**config.mk**
```make
export PLATFORM = sky130hd
export DESIGN_NAME = shift_chain_ctrl
export DESIGN_NICKNAME = d
export VERILOG_FILES = /design/src/rtl/shift_chain_pkg.sv /design/src/rtl/shift_chain_div.sv /design/src/rtl/shift_chain_ctrl.sv
export SDC_FILE = /design/constraint.sdc
export NUM_CORES = 1
export LEC_CHECK = 0
export CORE_ASPECT_RATIO = 0.75
export CORE_MARGIN = 1
export CORE_UTILIZATION = 54
export DETAILED_ROUTE_END_ITERATION = 16
export MAX_ROUTING_LAYER = met4
export PLACE_DENSITY = 0.8
export SLEW_MARGIN = 0
export SYNTH_ARGS = -nofsm -noshare
export SYNTH_HDL_FRONTEND = slang
export SYNTH_HIERARCHICAL = 1
export SYNTH_SLANG_ARGS = --single-unit
```
**constraint.sdc**
```tcl
create_clock -name clock_i -period 4.48 [get_ports clock_i]
set_input_delay 0.896 -clock clock_i [delete_from_list [all_inputs] [get_ports clock_i]]
set_output_delay 0.896 -clock clock_i [all_outputs]
set_load 0.05 [all_outputs]
```
**src/rtl/shift_chain_pkg.sv**
```systemverilog
// shift_chain_pkg: shared state type, default sizing and counter-width helper for the shift chain controller
package shift_chain_pkg;
  typedef enum logic [1:0] {IDLE, CLEAR, SHIFT, DONE} state_e;
  localparam int WIDTH_DEF = 32;
  localparam int CHAIN_LAT_DEF = 33;
  localparam int CLK_DIV_DEF = 1;
  // Bit counter must hold WIDTH+CHAIN_LAT itself, since the last divider period completes at that count
  function automatic int cnt_w(input int width, input int lat);
    return $clog2(width + lat + 1);
  endfunction
endpackage

```
**src/rtl/shift_chain_div.sv**
```systemverilog
// shift_chain_div: CLK_DIV tick generator; tick marks divider phase 0, wrap marks the last phase
module shift_chain_div
  import shift_chain_pkg::*;
#(
  parameter int CLK_DIV = CLK_DIV_DEF
) (
  input  logic clock_i,
  input  logic reset_i,
  input  logic clr_i,
  output logic tick_o,
  output logic wrap_o
);
  localparam int DW = CLK_DIV > 1 ? $clog2(CLK_DIV) : 1;
  logic [DW-1:0] div_q, div_d;
  assign tick_o = div_q == '0;
  assign wrap_o = div_q == DW'(CLK_DIV - 1);
  assign div_d = (clr_i || wrap_o) ? '0 : div_q + 1'b1;
  // Free-running phase counter, held at zero while cleared
  always_ff @(posedge clock_i or posedge reset_i)
    if (reset_i) div_q <= '0;
    else div_q <= div_d;
endmodule

```
**src/rtl/shift_chain_ctrl.sv**
```systemverilog
// shift_chain_ctrl: serialises a parallel word into a shift chain and deserialises the returning bits
module shift_chain_ctrl
  import shift_chain_pkg::*;
#(
  parameter int WIDTH = WIDTH_DEF,
  parameter int CHAIN_LAT = CHAIN_LAT_DEF,
  parameter int CLK_DIV = CLK_DIV_DEF
) (
  input  logic             clock_i,
  input  logic             reset_i,
  input  logic             start_valid_i,
  output logic             start_ready_o,
  input  logic [WIDTH-1:0] tx_data_i,
  input  logic             abort_i,
  output logic             chain_clr_o,
  output logic             shift_en_o,
  output logic             shift_bit_o,
  input  logic             chain_out_i,
  output logic [WIDTH-1:0] rx_data_o,
  output logic             rx_valid_o,
  output logic             busy_o,
  output logic             aborted_o
);
  localparam int TOT = WIDTH + CHAIN_LAT;
  localparam int CW = cnt_w(WIDTH, CHAIN_LAT);
  state_e state_q;
  logic [CW-1:0] cnt_q, cnt_d;
  logic [WIDTH-1:0] tx_q, rx_q, rx_d, rxd_q;
  logic ab_q, tick, wrap, done;
  shift_chain_div #(.CLK_DIV(CLK_DIV)) u_div (
    .clock_i(clock_i),
    .reset_i(reset_i),
    .clr_i  (state_q != SHIFT),
    .tick_o (tick),
    .wrap_o (wrap)
  );
  assign cnt_d = cnt_q + CW'(tick);
  assign rx_d = {rx_q[WIDTH-2:0], chain_out_i};
  // The transfer ends only once the final enable's divider period has fully elapsed
  assign done = wrap && cnt_d == CW'(TOT);
  assign start_ready_o = state_q == IDLE;
  assign chain_clr_o = state_q == CLEAR;
  assign shift_en_o = state_q == SHIFT && tick;
  assign shift_bit_o = state_q == SHIFT && cnt_q < CW'(WIDTH) && tx_q[WIDTH-1];
  assign rx_valid_o = state_q == DONE;
  assign busy_o = state_q != IDLE;
  assign aborted_o = ab_q;
  assign rx_data_o = rxd_q;
  // Transfer sequencing, serialiser and deserialiser; rx_data is loaded on entry to DONE so it is valid alongside rx_valid
  always_ff @(posedge clock_i or posedge reset_i)
    if (reset_i) begin
      state_q <= IDLE;
      cnt_q <= '0;
      tx_q <= '0;
      rx_q <= '0;
      rxd_q <= '0;
      ab_q <= 1'b0;
    end else begin
      ab_q <= 1'b0;
      case (state_q)
        IDLE:
          if (start_valid_i) begin
            tx_q <= tx_data_i;
            state_q <= CLEAR;
          end
        CLEAR: begin
          cnt_q <= '0;
          state_q <= abort_i ? IDLE : SHIFT;
          ab_q <= abort_i;
        end
        SHIFT:
          if (abort_i) begin
            state_q <= IDLE;
            ab_q <= 1'b1;
          end else begin
            if (tick) begin
              tx_q <= tx_q << 1;
              cnt_q <= cnt_d;
              if (cnt_q >= CW'(CHAIN_LAT)) rx_q <= rx_d;
            end
            if (done) begin
              state_q <= DONE;
              rxd_q <= tick ? rx_d : rx_q;
            end
          end
        default: state_q <= IDLE;
      endcase
    end
endmodule

```
==> impl_metrics.ini, run 1 <==
[clock_network]
cts_made_buffers = 9
insertion_delay_ns = 0.35
ctsHoldBuffers = 0
cts_tree = done
post_cts_buffers = 0
clk_pin_slew_worst_paths_ns = 0.07
clock_sinks = 107
cts_root_buffer = clkbuf_16
cts_resized = 0
clock_path_buffers = 2
cts_htree_levels = 3

[placed_design]
place_hpwl_um = 6400
post_dp_cell_area_um2 = 5940
numPortBuffers = 75
placed_cells = 583
place_congestion = 0.846

[setup_path]
reg2reg_slack_ns = 1.50
worst-setup-path-type = flop to output port
reg2reg_from = state_q[0]
slowest_stage = clkdlybuf4s50_1
path_max_fanout = 16
reg2reg_to = rx_q[26]
crit_arrival_ns = 2.77
slowest_delay_ns = 0.87
rr_worst_depth = 6
cp-start-kind = flop
crit_path_end_kind = output port
path_cells = inv_1 -> ha_2 -> inv_1 -> nor4b_1 -> clkdlybuf4s50_1
worstPathRequired_ns = 3.58
worst_path_most_repeated_cell = inv_1

[synthesis]
synth_area_leaders = dfrtp_1 53%, mux2_2 15%, mux2_4 8.8%
synthesis.nets = 441
synth.top_cell.area_share_pct = 52.6
synthCells = 398
synth_area_leader_cell = dfrtp_1
synth-edff-count = 0
syn_area_per_cell_um2 = 12.8
yosys_warnings = 6
yosysUniqueCellTypes = 38
yosysSeqAreaShare_pct = 52.6
yosysMostFrequentCell = dfrtp_1
synth_seq_cells = 107
synth_common_cells = 107 x dfrtp_1, 66 x mux2_2, 38 x nor2_1
ys.flop_type = dfrtp_1
synth-async-reset-ratio_pct = 100
syn-cell-area_um2 = 5090

[hold_path]
hp-start = rx_data_o[19]
hold_class = flop to flop
hold_end = rx_data_o[19]
holdPathStages = 1

[global_routing]
antenna_found_initial = 0
overflow = 0
grt_pass1_vias = 3290
grt_usage_pct = 22.7
grt_pass1_wl_um = 16700
grt_max_degree = 65

[power_and_ir_drop]
cellPowerDensity_nw_per_um2 = 449
cellLeakagePower_nw = 2.90
vdd_drop_max_mv = 0.272

[timing]
fin_worst_skew_ns = 0.00912
period_share_pct = 81.9
worst_slew_pin_slew_ns = 1.01
slew_headroom_pct = 32.3
setup-tns-final_ns = 0
max_freq_ghz = 0.273
setup_viol = 0
finalHoldViolations = 0
rsz0062_at_grt = no
timing.final.crit_period_ns = 3.67
slew_violations = 0

[drt]
routedWlPerCell_um = 16.2
wirelength_um = 9680
via_per_inst = 5.34
drtIter0Drc = 148
drtPass1Iterations = 4
vias = 3198
ant_nets = 0
drc = 0

[cells_and_area]
layout-drive-gt1-share_pct = 26.8
antenna_cells = 0
stdcell_count = 599
area_delta_synth_final_pct = 22.7
final_nets = 509
stdcell_area_um2 = 6250

[floorplanning]
die_x_um = 114
io_pins = 76
start_util_pct = 56.1
die_area_um2 = 9830
core_um2 = 9080
die_y_um = 86.1
rows = 30

[flow_run]
maxCapViolCount = 0

[run_status]
status = completed
-- worst max-delay path by stage --
stage / end / start / slack (ns)
detailed placement: rx_q[12] / abort_i / 1.14
CTS: shift_en_o / state_q[0] / 0.81
global placement: rx_q[14] / abort_i / 1.24
floorplan: aborted_o / reset_i / 0.80
global route: shift_bit_o / state_q[0] / 0.64
finish: shift_bit_o / state_q[0] / 0.81
-- placed cells by master (no fill, tap or decap), drive strengths merged, types with 2 or more instances in the layout --
master           n
a21o             2
a21oi           37
a22o             2
and2             3
and3             3
buf              5
clkbuf          11
clkdlybuf4s50   75
clkinv           2
dfrtp          107
ha               6
inv             11
mux2            96
mux2i           32
nand2            8
nand3            5
nor2            38
o21ai           10
or3              2
xor2             3
-- area by class of cell --
| type | count | area (um2) |
|---|---|---|
| clock inverters | 5 | 67.6 |
| clock buffers | 11 | 243 |
| well taps | 128 | 160 |
| fillers | 671 | 2840 |
| flip-flops and latches | 107 | 2680 |
| inverters | 9 | 36.3 |
| multi-input cells | 259 | 2280 |
| repair buffers | 80 | 788 |
-- registers in the layout, indices dropped and copies added, names as in the netlist --
name,flops
state_q,2
tx_q,32
aborted_o,1
rx_data_o,32
u_div/div_q,1
rx_q,32
cnt_q,7
-- routing by layer --
| layer | vias up | track usage, % | wire length, um |
|---|---|---|---|
| li1 | 1534 | - | - |
| met1 | 1589 | 30.7 | 4540 |
| met2 | 65 | 34.8 | 4690 |
| met3 | 10 | 4.52 | 328 |
| met4 | 0 | 7.08 | 124 |
| met5 | - | - | 0 |
-- logic make-up after synthesis --
kind of cell | count (synthesis) | share of synthesized area [%]
buffers and inverters | 32 | 3.17
adders and majority gates | 6 | 1.47
other | 1 | 0.0736
muxes | 128 | 29.7
DFF | 107 | 52.6
AOI/OAI and AO/OA | 57 | 6.49
xor gates and xnor gates | 3 | 0.516
and+or+nand+nor | 64 | 5.99
-- worst max-delay path: cells and delay by family, from the launching register on --
kind | cells | cell delay, ns
buffers and inverters | 3 | 1.17
adder cells (fa/ha/maj) | 1 | 0.47
flip-flops | 1 | 0.41
AND/OR/NAND/NOR | 1 | 0.38
-- per-stage QoR --
| step | hold WS, ns | total power [mW] | worst slack (ns) | utilization, % |
|---|---|---|---|---|
| after floorplan | 0.477 | 1.79 | 0.795 | - |
| after global placement | 0.490 | 1.95 | 1.24 | 65.4 |
| after detailed placement | 0.491 | 1.99 | 1.14 | 65.4 |
| after CTS | 0.514 | 2.82 | 0.814 | 68.8 |
| after global routing | 0.531 | 2.95 | 0.638 | 68.8 |
| final | 0.511 | 2.80 | 0.812 | 68.8 |
-- power breakdown --
group	leakage (nW)	switching [mW]	internal [mW]
combinational	1.36	0.474	0.291
sequential	1.40	0.0878	1.13
clock	0.152	0.366	0.457
Note: power is estimated with default switching activity, not from simulation.
==> inputs of run 2 (changes only) <==
==> constraint.sdc (replaced) <==
create_clock -name clock_i -period 3.82 [get_ports clock_i]
set_input_delay 0.764 -clock clock_i [delete_from_list [all_inputs] [get_ports clock_i]]
set_output_delay 0.764 -clock clock_i [all_outputs]
set_load 0.05 [all_outputs]
==> impl_metrics.ini, run 2 (same netlist as run 1, synthesis figures left out) <==
[run_status]
status = completed

[cells_and_area]
layout-drive-gt1-share_pct = 27.3
antenna_cells = 0
stdcell_area_um2 = 6230
final_nets = 510
multi_input_area_um2 = 2280
final_cell_mix = 107 x dfrtp_1, 74 x clkdlybuf4s50_1, 66 x mux2_2
area_delta_synth_final_pct = 22.4
fill_cells = 673
ff_latch_area_um2 = 2680
final_common_cell = dfrtp_1

[timing]
slew_headroom_pct = 44.6
rsz0062_at_grt = no
period_share_pct = 79.9
fin_worst_skew_ns = 0.00921
max_freq_ghz = 0.328
slew_violations = 0
worst_slew_pin_slew_ns = 0.831
setup-tns-final_ns = 0
setup_viol = 0
timing.final.crit_period_ns = 3.05
finalHoldViolations = 0
setup_slack_ns = 0.767

[drt]
routedWlPerCell_um = 15.5
wirelength_um = 9310
drtPass1Iterations = 4
drtIter0Drc = 125
ant_nets = 0
vias = 3140
via_per_inst = 5.23
drc = 0

[power_and_ir_drop]
p_comb_share_pct = 27.5
p_seq_share_pct = 44.7
swShare_pct = 33.5
pwr-share-clk_pct = 27.8
cellLeakagePower_nw = 2.90
vdd_drop_max_mv = 0.300
cellPowerDensity_nw_per_um2 = 510
p_sw_mw = 1.06
intPower_mw = 2.12

[global_routing]
overflow = 0
antenna_found_initial = 0
grt_pass1_wl_um = 16000
grt_max_degree = 72
grt_pass1_vias = 3178
grt_usage_pct = 21.7

[floorplanning]
die_x_um = 114
die_y_um = 86.1
rows = 30
start_util_pct = 56.1
io_pins = 76
core_um2 = 9080
die_area_um2 = 9830

[placed_design]
numPortBuffers = 75
place_hpwl_um = 6230
place_ws_ns = 0.920
post_dp_cell_area_um2 = 5940
place_congestion = 0.917

[clock_network]
cts_root_buffer = clkbuf_16
clock_sinks = 107
ctsHoldBuffers = 0
cts_resized = 0
clock_path_buffers = 2
clk_pin_slew_worst_paths_ns = 0.07
cts_made_buffers = 9
cts_htree_levels = 3
post_cts_buffers = 0
insertion_delay_ns = 0.35
cts_tree = done

[flow_run]
maxCapViolCount = 0

[setup_path]
crit_arrival_ns = 2.29
path_max_fanout = 14
reg2reg_from = u_div/div_q
slowest_delay_ns = 0.82
rr_worst_depth = 8
worstPathRequired_ns = 3.06
slowest_stage = clkdlybuf4s50_1
reg2reg_to = rx_data_o[5]
worst-setup-path-type = flop to output port
path_cells = inv_1 -> ha_2 -> and2_1 -> clkdlybuf4s50_1
reg2reg_slack_ns = 0.97
cp-start-kind = flop
crit_path_end_kind = output port

[hold_path]
hold_class = flop to flop
hp-start = rx_data_o[25]
hold_end = rx_data_o[25]
holdPathStages = 1
run 2: stage by stage:
stage	power (mW)	cells	hold WS [ns]	util, %
4_1_cts	3.22	600	0.517	68.6
3_5_place_dp	2.32	584	0.492	65.4
6_report	3.18	600	0.512	68.6
3_3_place_gp	2.29	584	0.492	65.4
5_1_grt	3.37	600	0.526	68.6
2_1_floorplan	2.09	398	0.477	-
run 2: area by class of cell:
| type | count | area share (%) |
|---|---|---|
| timing repair buffer | 81 | 12.7 |
| clock inverter | 7 | 1.02 |
| tap | 128 | 2.57 |
| clock buffer | 9 | 3.61 |
| inverter | 9 | 0.582 |
| multi-input combinational | 259 | 36.5 |
| sequential | 107 | 43.0 |
run 2: worst max-delay path, delay by kind of cell, from the launching register on:
family	cells	cell delay, ns
adder cells (fa/ha/maj)	1	0.42
buffers and inverters	2	0.92
flip-flops	1	0.40
AND/OR/NAND/NOR	1	0.19
run 2: worst max-delay path by stage:
stage	startpoint	end	slack [ns]	cells past startpoint
after floorplan	reset_i	aborted_o	0.27	1
after global placement	abort_i	rx_q[14]	1.01	6
after detailed placement	abort_i	rx_q[23]	0.92	6
after CTS	state_q[0]	shift_en_o	0.74	4
after global routing	state_q[0]	shift_en_o	0.66	4
final	state_q[0]	shift_en_o	0.77	4
run 2: per-layer routing:
layer | global-route usage (%) | vias up | wire length (um)
met5 | - | - | 0
met4 | 6.02 | 0 | 89
met3 | 5.09 | 8 | 326
met2 | 32.3 | 61 | 4350
met1 | 30.0 | 1524 | 4550
li1 | - | 1547 | -
run 2: power by group through the flow:
| stage | combinational (mW) | sequential [mW] | clock, mW |
|---|---|---|---|
| 2_1_floorplan | 0.666 | 1.43 | 0 |
| 3_3_place_gp | 0.854 | 1.43 | 0 |
| 3_5_place_dp | 0.880 | 1.44 | 0 |
| 4_1_cts | 0.885 | 1.42 | 0.911 |
| 5_1_grt | 0.973 | 1.44 | 0.954 |
| 6_report | 0.875 | 1.42 | 0.884 |
